## src/rtl/omok_pkg.sv

```systemverilog
// Shared definitions for the omok game controller: board geometry, cell and
// winner encodings, controller states and the line-walk direction table.
package omok_pkg;

  localparam int MAP_N = 10;
  localparam int CELLS = MAP_N * MAP_N;

  localparam logic [1:0] CELL_EMPTY = 2'b00;
  localparam logic [1:0] CELL_BLACK = 2'b10;
  localparam logic [1:0] CELL_WHITE = 2'b11;

  localparam logic [1:0] WIN_NONE  = 2'b00;
  localparam logic [1:0] WIN_BLACK = 2'b10;
  localparam logic [1:0] WIN_WHITE = 2'b11;
  localparam logic [1:0] WIN_DRAW  = 2'b01;

  typedef enum logic [1:0] {
    ST_IDLE     = 2'd0,
    ST_CHECK    = 2'd1,
    ST_GAMEOVER = 2'd2
  } state_t;

  // Row/column step per direction: horizontal, vertical, main diagonal, anti-diagonal
  localparam int DIR_DR [4] = '{0, 1, 1, 1};
  localparam int DIR_DC [4] = '{1, 0, 1, -1};

  function automatic logic [1:0] stone_of(input logic side);
    return side ? CELL_WHITE : CELL_BLACK;
  endfunction

endpackage

```

## src/rtl/omok_game_ctrl_if.sv

```systemverilog
// Request/status bundle between a game front-end (master) and the controller (slave).
interface omok_game_ctrl_if #(
  parameter int MAP_N = omok_pkg::MAP_N
);
  logic [7:0]               cursor_pos;
  logic                     put_req;
  logic                     undo_req;
  logic [2*MAP_N*MAP_N-1:0] board_state;
  logic                     turn;
  logic [6:0]               move_count;
  logic                     busy;
  logic                     game_over;
  logic [1:0]               winner;
  logic                     reject;

  modport master (
    output cursor_pos, put_req, undo_req,
    input  board_state, turn, move_count, busy, game_over, winner, reject
  );

  modport slave (
    input  cursor_pos, put_req, undo_req,
    output board_state, turn, move_count, busy, game_over, winner, reject
  );
endinterface

```

## src/rtl/omok_move_stack.sv

```systemverilog
// Move history LIFO: push on placement, pop on undo; top is the most recent cell index.
// Single-cycle update; pushes beyond DEPTH and pops when empty are ignored.
module omok_move_stack #(
  parameter int DEPTH = omok_pkg::CELLS,
  parameter int W     = 7
) (
  input  logic         clk,
  input  logic         rst_n,
  input  logic         push_vld,
  input  logic         pop_vld,
  input  logic [W-1:0] push_dat,
  output logic [W-1:0] top_dat,
  output logic [6:0]   count
);

  localparam int AW = (DEPTH > 1) ? $clog2(DEPTH) : 1;

  logic [W-1:0] hist_mem [DEPTH];
  logic [6:0]   count_q, count_d;
  logic         do_push, do_pop;

  always_comb begin
    do_pop  = pop_vld && (count_q != 7'd0);
    do_push = push_vld && !pop_vld && (int'(count_q) < DEPTH);
    count_d = count_q;
    if (do_pop) begin
      count_d = count_q - 7'd1;
    end else if (do_push) begin
      count_d = count_q + 7'd1;
    end
  end

  always_ff @(posedge clk or negedge rst_n) begin
    if (!rst_n) begin
      count_q <= '0;
    end else begin
      count_q <= count_d;
    end
  end

  // Storage needs no reset: only entries below count_q are ever read
  always_ff @(posedge clk) begin
    if (do_push) begin
      hist_mem[AW'(count_q)] <= push_dat;
    end
  end

  assign top_dat = (count_q != 7'd0) ? hist_mem[AW'(count_q - 7'd1)] : '0;
  assign count   = count_q;

endmodule

```

## src/rtl/omok_game_ctrl.sv

```systemverilog
// Omok (gomoku) referee: places/undoes stones and walks four line directions
// one probed cell per cycle after each placement to detect a win or draw.
module omok_game_ctrl #(
  parameter int MAP_N   = omok_pkg::MAP_N,
  parameter int WIN_LEN = 5
) (
  input  logic            clk,
  input  logic            rst,
  omok_game_ctrl_if.slave io
);
  import omok_pkg::*;

  localparam int NCELLS = MAP_N * MAP_N;

  state_t                state_q, state_d;
  logic [2*NCELLS-1:0]   board_q, board_d;
  logic                  turn_q, turn_d;
  logic [1:0]            winner_q, winner_d;
  logic                  reject_q, reject_d;
  logic                  armed_q, armed_d;
  logic [7:0]            org_r_q, org_r_d, org_c_q, org_c_d;
  logic [1:0]            colour_q, colour_d;
  logic [1:0]            dir_q, dir_d;
  logic                  neg_q, neg_d;
  logic [7:0]            step_q, step_d;
  logic [7:0]            cnt_q, cnt_d;

  logic                  push_vld, pop_vld;
  logic [6:0]            top_dat, mc;

  int                    pos_i, cur_idx, top_i, sgn, pr, pc, pidx;
  logic                  pos_ok, cur_empty, in_b, match, walk_end, put_go, undo_go;

  omok_move_stack #(.DEPTH(NCELLS), .W(7)) u_stack (
    .clk      (clk),
    .rst_n    (rst),
    .push_vld (push_vld),
    .pop_vld  (pop_vld),
    .push_dat (io.cursor_pos[6:0]),
    .top_dat  (top_dat),
    .count    (mc)
  );

  always_comb begin
    state_d  = state_q;
    board_d  = board_q;
    turn_d   = turn_q;
    winner_d = winner_q;
    reject_d = 1'b0;
    armed_d  = 1'b1;
    org_r_d  = org_r_q;
    org_c_d  = org_c_q;
    colour_d = colour_q;
    dir_d    = dir_q;
    neg_d    = neg_q;
    step_d   = step_q;
    cnt_d    = cnt_q;
    push_vld = 1'b0;
    pop_vld  = 1'b0;
    walk_end = 1'b0;

    // Requests are held off until one edge after reset release
    put_go    = io.put_req && armed_q;
    undo_go   = io.undo_req && armed_q;
    pos_i     = int'(io.cursor_pos);
    pos_ok    = pos_i < NCELLS;
    cur_idx   = pos_ok ? pos_i : 0;
    cur_empty = pos_ok && (board_q[2*cur_idx +: 2] == CELL_EMPTY);
    top_i     = int'(top_dat);

    // Current probe: origin offset by step cells along the active direction and sign
    sgn   = neg_q ? -1 : 1;
    pr    = int'(org_r_q) + sgn * DIR_DR[dir_q] * int'(step_q);
    pc    = int'(org_c_q) + sgn * DIR_DC[dir_q] * int'(step_q);
    in_b  = (pr >= 0) && (pr < MAP_N) && (pc >= 0) && (pc < MAP_N);
    pidx  = in_b ? (pr * MAP_N + pc) : 0;
    match = in_b && (board_q[2*pidx +: 2] == colour_q);

    unique case (state_q)
      ST_IDLE: begin
        if (undo_go) begin
          if (mc == 7'd0) begin
            reject_d = 1'b1;
          end else begin
            pop_vld  = 1'b1;
            board_d[2*top_i +: 2] = CELL_EMPTY;
            winner_d = WIN_NONE;
            turn_d   = ~turn_q;
          end
        end else if (put_go) begin
          if (cur_empty) begin
            board_d[2*cur_idx +: 2] = stone_of(turn_q);
            push_vld = 1'b1;
            org_r_d  = 8'(cur_idx / MAP_N);
            org_c_d  = 8'(cur_idx % MAP_N);
            colour_d = stone_of(turn_q);
            dir_d    = 2'd0;
            neg_d    = 1'b0;
            step_d   = 8'd1;
            cnt_d    = 8'd1;
            state_d  = ST_CHECK;
          end else begin
            reject_d = 1'b1;
          end
        end
      end

      ST_CHECK: begin
        if (put_go || undo_go) begin
          reject_d = 1'b1;
        end
        if (match) begin
          if (int'(cnt_q) + 1 >= WIN_LEN) begin
            state_d  = ST_GAMEOVER;
            winner_d = colour_q;
          end else begin
            cnt_d = cnt_q + 8'd1;
            if (int'(step_q) >= WIN_LEN - 1) begin
              walk_end = 1'b1;
            end else begin
              step_d = step_q + 8'd1;
            end
          end
        end else begin
          walk_end = 1'b1;
        end
        // Count carries from the positive walk into the negative walk of one direction
        if (walk_end) begin
          step_d = 8'd1;
          if (!neg_q) begin
            neg_d = 1'b1;
          end else if (dir_q != 2'd3) begin
            dir_d = dir_q + 2'd1;
            neg_d = 1'b0;
            cnt_d = 8'd1;
          end else if (int'(mc) == NCELLS) begin
            state_d  = ST_GAMEOVER;
            winner_d = WIN_DRAW;
          end else begin
            turn_d  = ~turn_q;
            state_d = ST_IDLE;
          end
        end
      end

      ST_GAMEOVER: begin
        // The finishing move never toggled turn, so undo leaves it with the mover
        if (undo_go) begin
          if (mc == 7'd0) begin
            reject_d = 1'b1;
          end else begin
            pop_vld  = 1'b1;
            board_d[2*top_i +: 2] = CELL_EMPTY;
            winner_d = WIN_NONE;
            state_d  = ST_IDLE;
          end
        end else if (put_go) begin
          reject_d = 1'b1;
        end
      end

      default: state_d = ST_IDLE;
    endcase
  end

  always_ff @(posedge clk or negedge rst) begin
    if (!rst) begin
      state_q  <= ST_IDLE;
      board_q  <= '0;
      turn_q   <= 1'b0;
      winner_q <= WIN_NONE;
      reject_q <= 1'b0;
      armed_q  <= 1'b0;
      org_r_q  <= '0;
      org_c_q  <= '0;
      colour_q <= CELL_EMPTY;
      dir_q    <= '0;
      neg_q    <= 1'b0;
      step_q   <= '0;
      cnt_q    <= '0;
    end else begin
      state_q  <= state_d;
      board_q  <= board_d;
      turn_q   <= turn_d;
      winner_q <= winner_d;
      reject_q <= reject_d;
      armed_q  <= armed_d;
      org_r_q  <= org_r_d;
      org_c_q  <= org_c_d;
      colour_q <= colour_d;
      dir_q    <= dir_d;
      neg_q    <= neg_d;
      step_q   <= step_d;
      cnt_q    <= cnt_d;
    end
  end

  assign io.board_state = board_q;
  assign io.turn        = turn_q;
  assign io.move_count  = mc;
  assign io.busy        = (state_q == ST_CHECK);
  assign io.game_over   = (state_q == ST_GAMEOVER);
  assign io.winner      = winner_q;
  assign io.reject      = reject_q;

endmodule

```

## src/flat_wrapper.sv

```systemverilog
// flat-port wrapper written by rule: the top's interface ports become plain ports
module omok_game_ctrl_flat import omok_pkg::*;
#(
  parameter int MAP_N   = omok_pkg::MAP_N,
  parameter int WIN_LEN = 5
)
  (clk, rst, io_cursor_pos, io_put_req, io_undo_req, io_board_state, io_turn, io_move_count, io_busy, io_game_over, io_winner, io_reject);
  omok_game_ctrl_if #(.MAP_N(MAP_N)) io_i ();
  input  logic clk;
  input  logic rst;
  input wire logic [$bits(io_i.cursor_pos)-1:0] io_cursor_pos;
  input wire logic [$bits(io_i.put_req)-1:0] io_put_req;
  input wire logic [$bits(io_i.undo_req)-1:0] io_undo_req;
  output wire logic [$bits(io_i.board_state)-1:0] io_board_state;
  output wire logic [$bits(io_i.turn)-1:0] io_turn;
  output wire logic [$bits(io_i.move_count)-1:0] io_move_count;
  output wire logic [$bits(io_i.busy)-1:0] io_busy;
  output wire logic [$bits(io_i.game_over)-1:0] io_game_over;
  output wire logic [$bits(io_i.winner)-1:0] io_winner;
  output wire logic [$bits(io_i.reject)-1:0] io_reject;
  assign io_i.cursor_pos = io_cursor_pos;
  assign io_i.put_req = io_put_req;
  assign io_i.undo_req = io_undo_req;
  assign io_board_state = io_i.board_state;
  assign io_turn = io_i.turn;
  assign io_move_count = io_i.move_count;
  assign io_busy = io_i.busy;
  assign io_game_over = io_i.game_over;
  assign io_winner = io_i.winner;
  assign io_reject = io_i.reject;
  omok_game_ctrl #(.MAP_N(MAP_N), .WIN_LEN(WIN_LEN)) u_core (.clk(clk), .rst(rst), .io(io_i));
endmodule
```

## config.mk

```make
export PLATFORM = sky130hd
export DESIGN_NAME = omok_game_ctrl_flat
export DESIGN_NICKNAME = d
export VERILOG_FILES = /design/src/rtl/omok_pkg.sv /design/src/rtl/omok_game_ctrl_if.sv /design/src/rtl/omok_move_stack.sv /design/src/rtl/omok_game_ctrl.sv /design/src/flat_wrapper.sv
export SDC_FILE = /design/constraint.sdc
export NUM_CORES = 2
export LEC_CHECK = 0
export CORE_ASPECT_RATIO = 1.2
export CORE_UTILIZATION = 61
export DETAILED_ROUTE_END_ITERATION = 10
export PLACE_DENSITY_LB_ADDON = 0.12
export SLEW_MARGIN = 20
export SYNTH_ARGS = -nofsm -noshare
export SYNTH_HDL_FRONTEND = slang
export SYNTH_SLANG_ARGS = --single-unit
```

## constraint.sdc

```tcl
create_clock -name clk -period 10.8 [get_ports clk]
set_input_delay 1.08 -clock clk [delete_from_list [all_inputs] [get_ports clk]]
set_output_delay 1.08 -clock clk [all_outputs]
set_load 0.03 [all_outputs]
```

==> key figures <==
Route
  • Wire per inst: 30.2 um
  • Residual DRC: 0
  • DR iter-0 viols: 5386
  • Post-route ant nets: 0
  • Number of vias per cell: 7.04
  • Drt first pass iters: 6
  • Via count: 36900
  • Drt total wl: 158 mm

Clock network
  • Maximum root-to-sink buffer count: 3
  • Clk_lat worst skew: 0.69 ns
  • Clk sinks: 948
  • CTS Buf Count: 88
  • Hold-fix buffer count after cts: 0
  • Clock Tree Root: clkbuf_16
  • H-tree levels: 3
  • Worst-path clk slew: 0.07 ns
  • CTS tree: done

Worst setup path
  • CP delay by family, top: adder cells
  • WP buf/inv: 6
  • Crit-path slowest cell: fa_1
  • R2r setup slk: 0.78 ns
  • CP required: 11.35 ns
  • Slowest cell delay on critical path: 0.63 ns
  • Crit path arrival time: 10.57 ns
  • Worst setup EP type: register
  • Startpoint Class: register
  • Crit path max fanout: 9
  • CP Class: reg -> reg

Place
  • Post-DP HPWL: 105 mm
  • Pre-CTS setup slack: 0.304 ns
  • Port Buffers: 224
  • GP Congestion: 1.01

Timing
  • PnR worst setup slack: 0.778 ns
  • Tmin final: 10.02 ns
  • Final setup fails: 0
  • Max Slew Vio Count: 0
  • Fin crit share: 0.928
  • Final hold vios: 0
  • Fmax: 0.0998 GHz
  • Setup TNS: 0 ns
  • Slew @ Worst Pin: 1.29 ns
  • Worst rel slew slack: 0.140
  • Worst Skew: 0.0687 ns
  • RSZ-0062 raised after global routing: no

Power
  • Worst vdd ir: 0.165 mV
  • Static Leak: 20.0 nW
  • Cell Pwr Density: 129 nW/um2

Cells and area
  • Diode count: 0
  • Fraction of layout cells with a size suffix above 1: 0.134
  • # nets final: 4368
  • P&R area growth vs syn: 12.5%

Yosys
  • Synth top cells by count: edfxtp_1 (700), o21ai_0 (445), nand2_1 (343)
  • Largest cells by area after synthesis: edfxtp_1 (42%), dfrtp_1 (12%), mux4_2 (12%)
  • Yosys cell types: 98
  • Yosys warnings: 0
  • Number of enable flip-flop cells after synthesis: 700
  • Asr flop ratio synth: 0.262
  • Synth Instances: 3956
  • Mapped Avg Cell Area: 12.8 um2
  • Ys flop type: edfxtp_1
  • Synth top area share: 0.415
  • Synth area leader: edfxtp_1
  • #FFs+latches synth: 948
  • Cell with the most instances after synthesis: edfxtp_1
  • Sequential-to-total area share from yosys stat: 0.538
  • Cell area after synthesis: 50600 um2

Floorplan
  • Chip height: 318 um
  • Die X: 265 um
  • Row cnt: 115
  • I/O pin count: 225
  • Starting Density: 0.617
  • Die area: 84200 um2
  • Core Area: 82000 um2

Run status
  • Outcome: complete, no violations

Worst hold path
  • HP Class: in -> async

Job
  • Total of max-cap violations: 0

Global routing
  • Gr usage total: 0.379
  • First-pass GRT wire length: 235 mm
  • Initial antenna violation count: 4
  • Largest net degree at the start of global routing: 122
  • Number of global-route vias before repair: 35800
  • Gr ovfl total: 0
[worst reg2reg max path: cells and delay by family (launching register included)]
family / cells / cell delay, ns
buffers and inverters: 6 / 0.71
and+or+nand+nor: 11 / 2.73
DFF: 1 / 0.39
AOI/OAI and AO/OA: 9 / 2.37
adders and majority gates: 8 / 3.45
muxes: 1 / 0.27
[report_power, final]
| group | internal (mW) | switching [mW] |
|---|---|---|
| clock network | 1.75 | 1.42 |
| registers | 3.92 | 0.000598 |
| logic | 0.0451 | 0.206 |
| total | 5.71 | 1.63 |
[kinds of logic after synthesis]
family / share of synthesized area
AOI/OAI and AO/OA: 0.125
xor gates and xnor gates: 0.0122
adders and majority gates: 0.0757
buffers and inverters: 0.0305
DFF: 0.538
muxes: 0.135
other: 0.0000741
and+or+nand+nor: 0.0845
[stage by stage]
| stage | std cells | hold slack (ns) | util | instance area [um2] | total power, mW |
|---|---|---|---|---|---|
| 6_report | 5234 | 0.494 | 0.694 | 57000 | 7.34 |
| 5_1_grt | 5234 | 0.511 | 0.694 | 57000 | 7.49 |
| 4_1_cts | 5230 | 0.500 | 0.693 | 56900 | 7.34 |
| 3_5_place_dp | 5067 | 0.483 | 0.658 | 53900 | 4.23 |
| 3_3_place_gp | 5067 | 0.466 | 0.658 | 53900 | 4.23 |
| 2_1_floorplan | 3957 | 0.450 | - | 50600 | 4.10 |
[registers in the layout (all words and copies together), names as in the netlist]
signal / flops
u_core.armed_q: 1
u_core.cnt_q: 8
u_core.colour_q: 2
u_core.dir_q: 2
u_core.io.board_state: 200
u_core.io.reject: 1
u_core.io.turn: 1
u_core.io.winner: 2
u_core.neg_q: 1
u_core.org_c_q: 8
u_core.org_r_q: 5
u_core.state_q: 2
u_core.step_q: 8
u_core.u_stack.count: 7
u_core.u_stack.hist_mem: 700
[final timing paths]
path	startpoint	cells past startpoint	end
max	u_core.dir_q[0]$_DFFE_PN0P_	35	u_core.cnt_q[0]$_DFFE_PN0P_
min	rst	1	u_core.io.board_state[151]$_DFFE_PN0P_
max reg2reg	u_core.dir_q[0]$_DFFE_PN0P_	35	u_core.cnt_q[0]$_DFFE_PN0P_
min reg2reg	u_core.org_c_q[1]$_DFFE_PN0P_	2	u_core.org_c_q[1]$_DFFE_PN0P_
max in group asynchronous	rst	2	u_core.io.board_state[120]$_DFFE_PN0P_
min in group clk	u_core.org_c_q[1]$_DFFE_PN0P_	2	u_core.org_c_q[1]$_DFFE_PN0P_
[placed cells by master, fill, tap and decap left out, drive strengths merged, types with 31 or more instances in the layout]
| cell type | netlist | routed |
|---|---|---|
| nor2b | 37 | 37 |
| clkinv | 3 | 31 |
| ha | 151 | 151 |
| dfrtp | 248 | 248 |
| nand3 | 59 | 59 |
| nor3 | 39 | 39 |
| nor2 | 260 | 260 |
| inv | 159 | 160 |
| clkbuf | 184 | 123 |
| o41ai | 33 | 33 |
| o31ai | 68 | 68 |
| nand2 | 345 | 345 |
| a21oi | 209 | 209 |
| o21ai | 451 | 451 |
| xnor2 | 50 | 50 |
| buf | 54 | 83 |
| clkdlybuf4s50 | 0 | 216 |
| fa | 97 | 97 |
| mux4 | 270 | 270 |
| mux2i | 61 | 61 |
| a31oi | 32 | 32 |
| edfxtp | 700 | 700 |
[area by class of cell]
| cell class | count | area (um2) |
|---|---|---|
| inverters | 162 | 608 |
| repair buffers | 299 | 2840 |
| multi-input cells | 2609 | 22000 |
| flip-flops and latches | 948 | 27200 |
| clock buffers | 123 | 2400 |
| clock inverters | 40 | 534 |
| well taps | 1053 | 1320 |
| fillers | 5756 | 25100 |
[routing by layer]
layer | vias up | track usage | share of wire
met5 | - | 0 | 0.00029
met4 | 8 | 0.230 | 0.074
met3 | 626 | 0.0839 | 0.10
met2 | 2452 | 0.596 | 0.47
met1 | 18300 | 0.485 | 0.36
li1 | 15400 | - | -
[what timing repair did]
action | in CTS | in global routing
hold endpoints to repair | 0 | 0
setup endpoints to repair | 0 | 24
setup buffers | 0 | 4
resized for setup | 0 | 6
(Power assumes the default switching activity.)
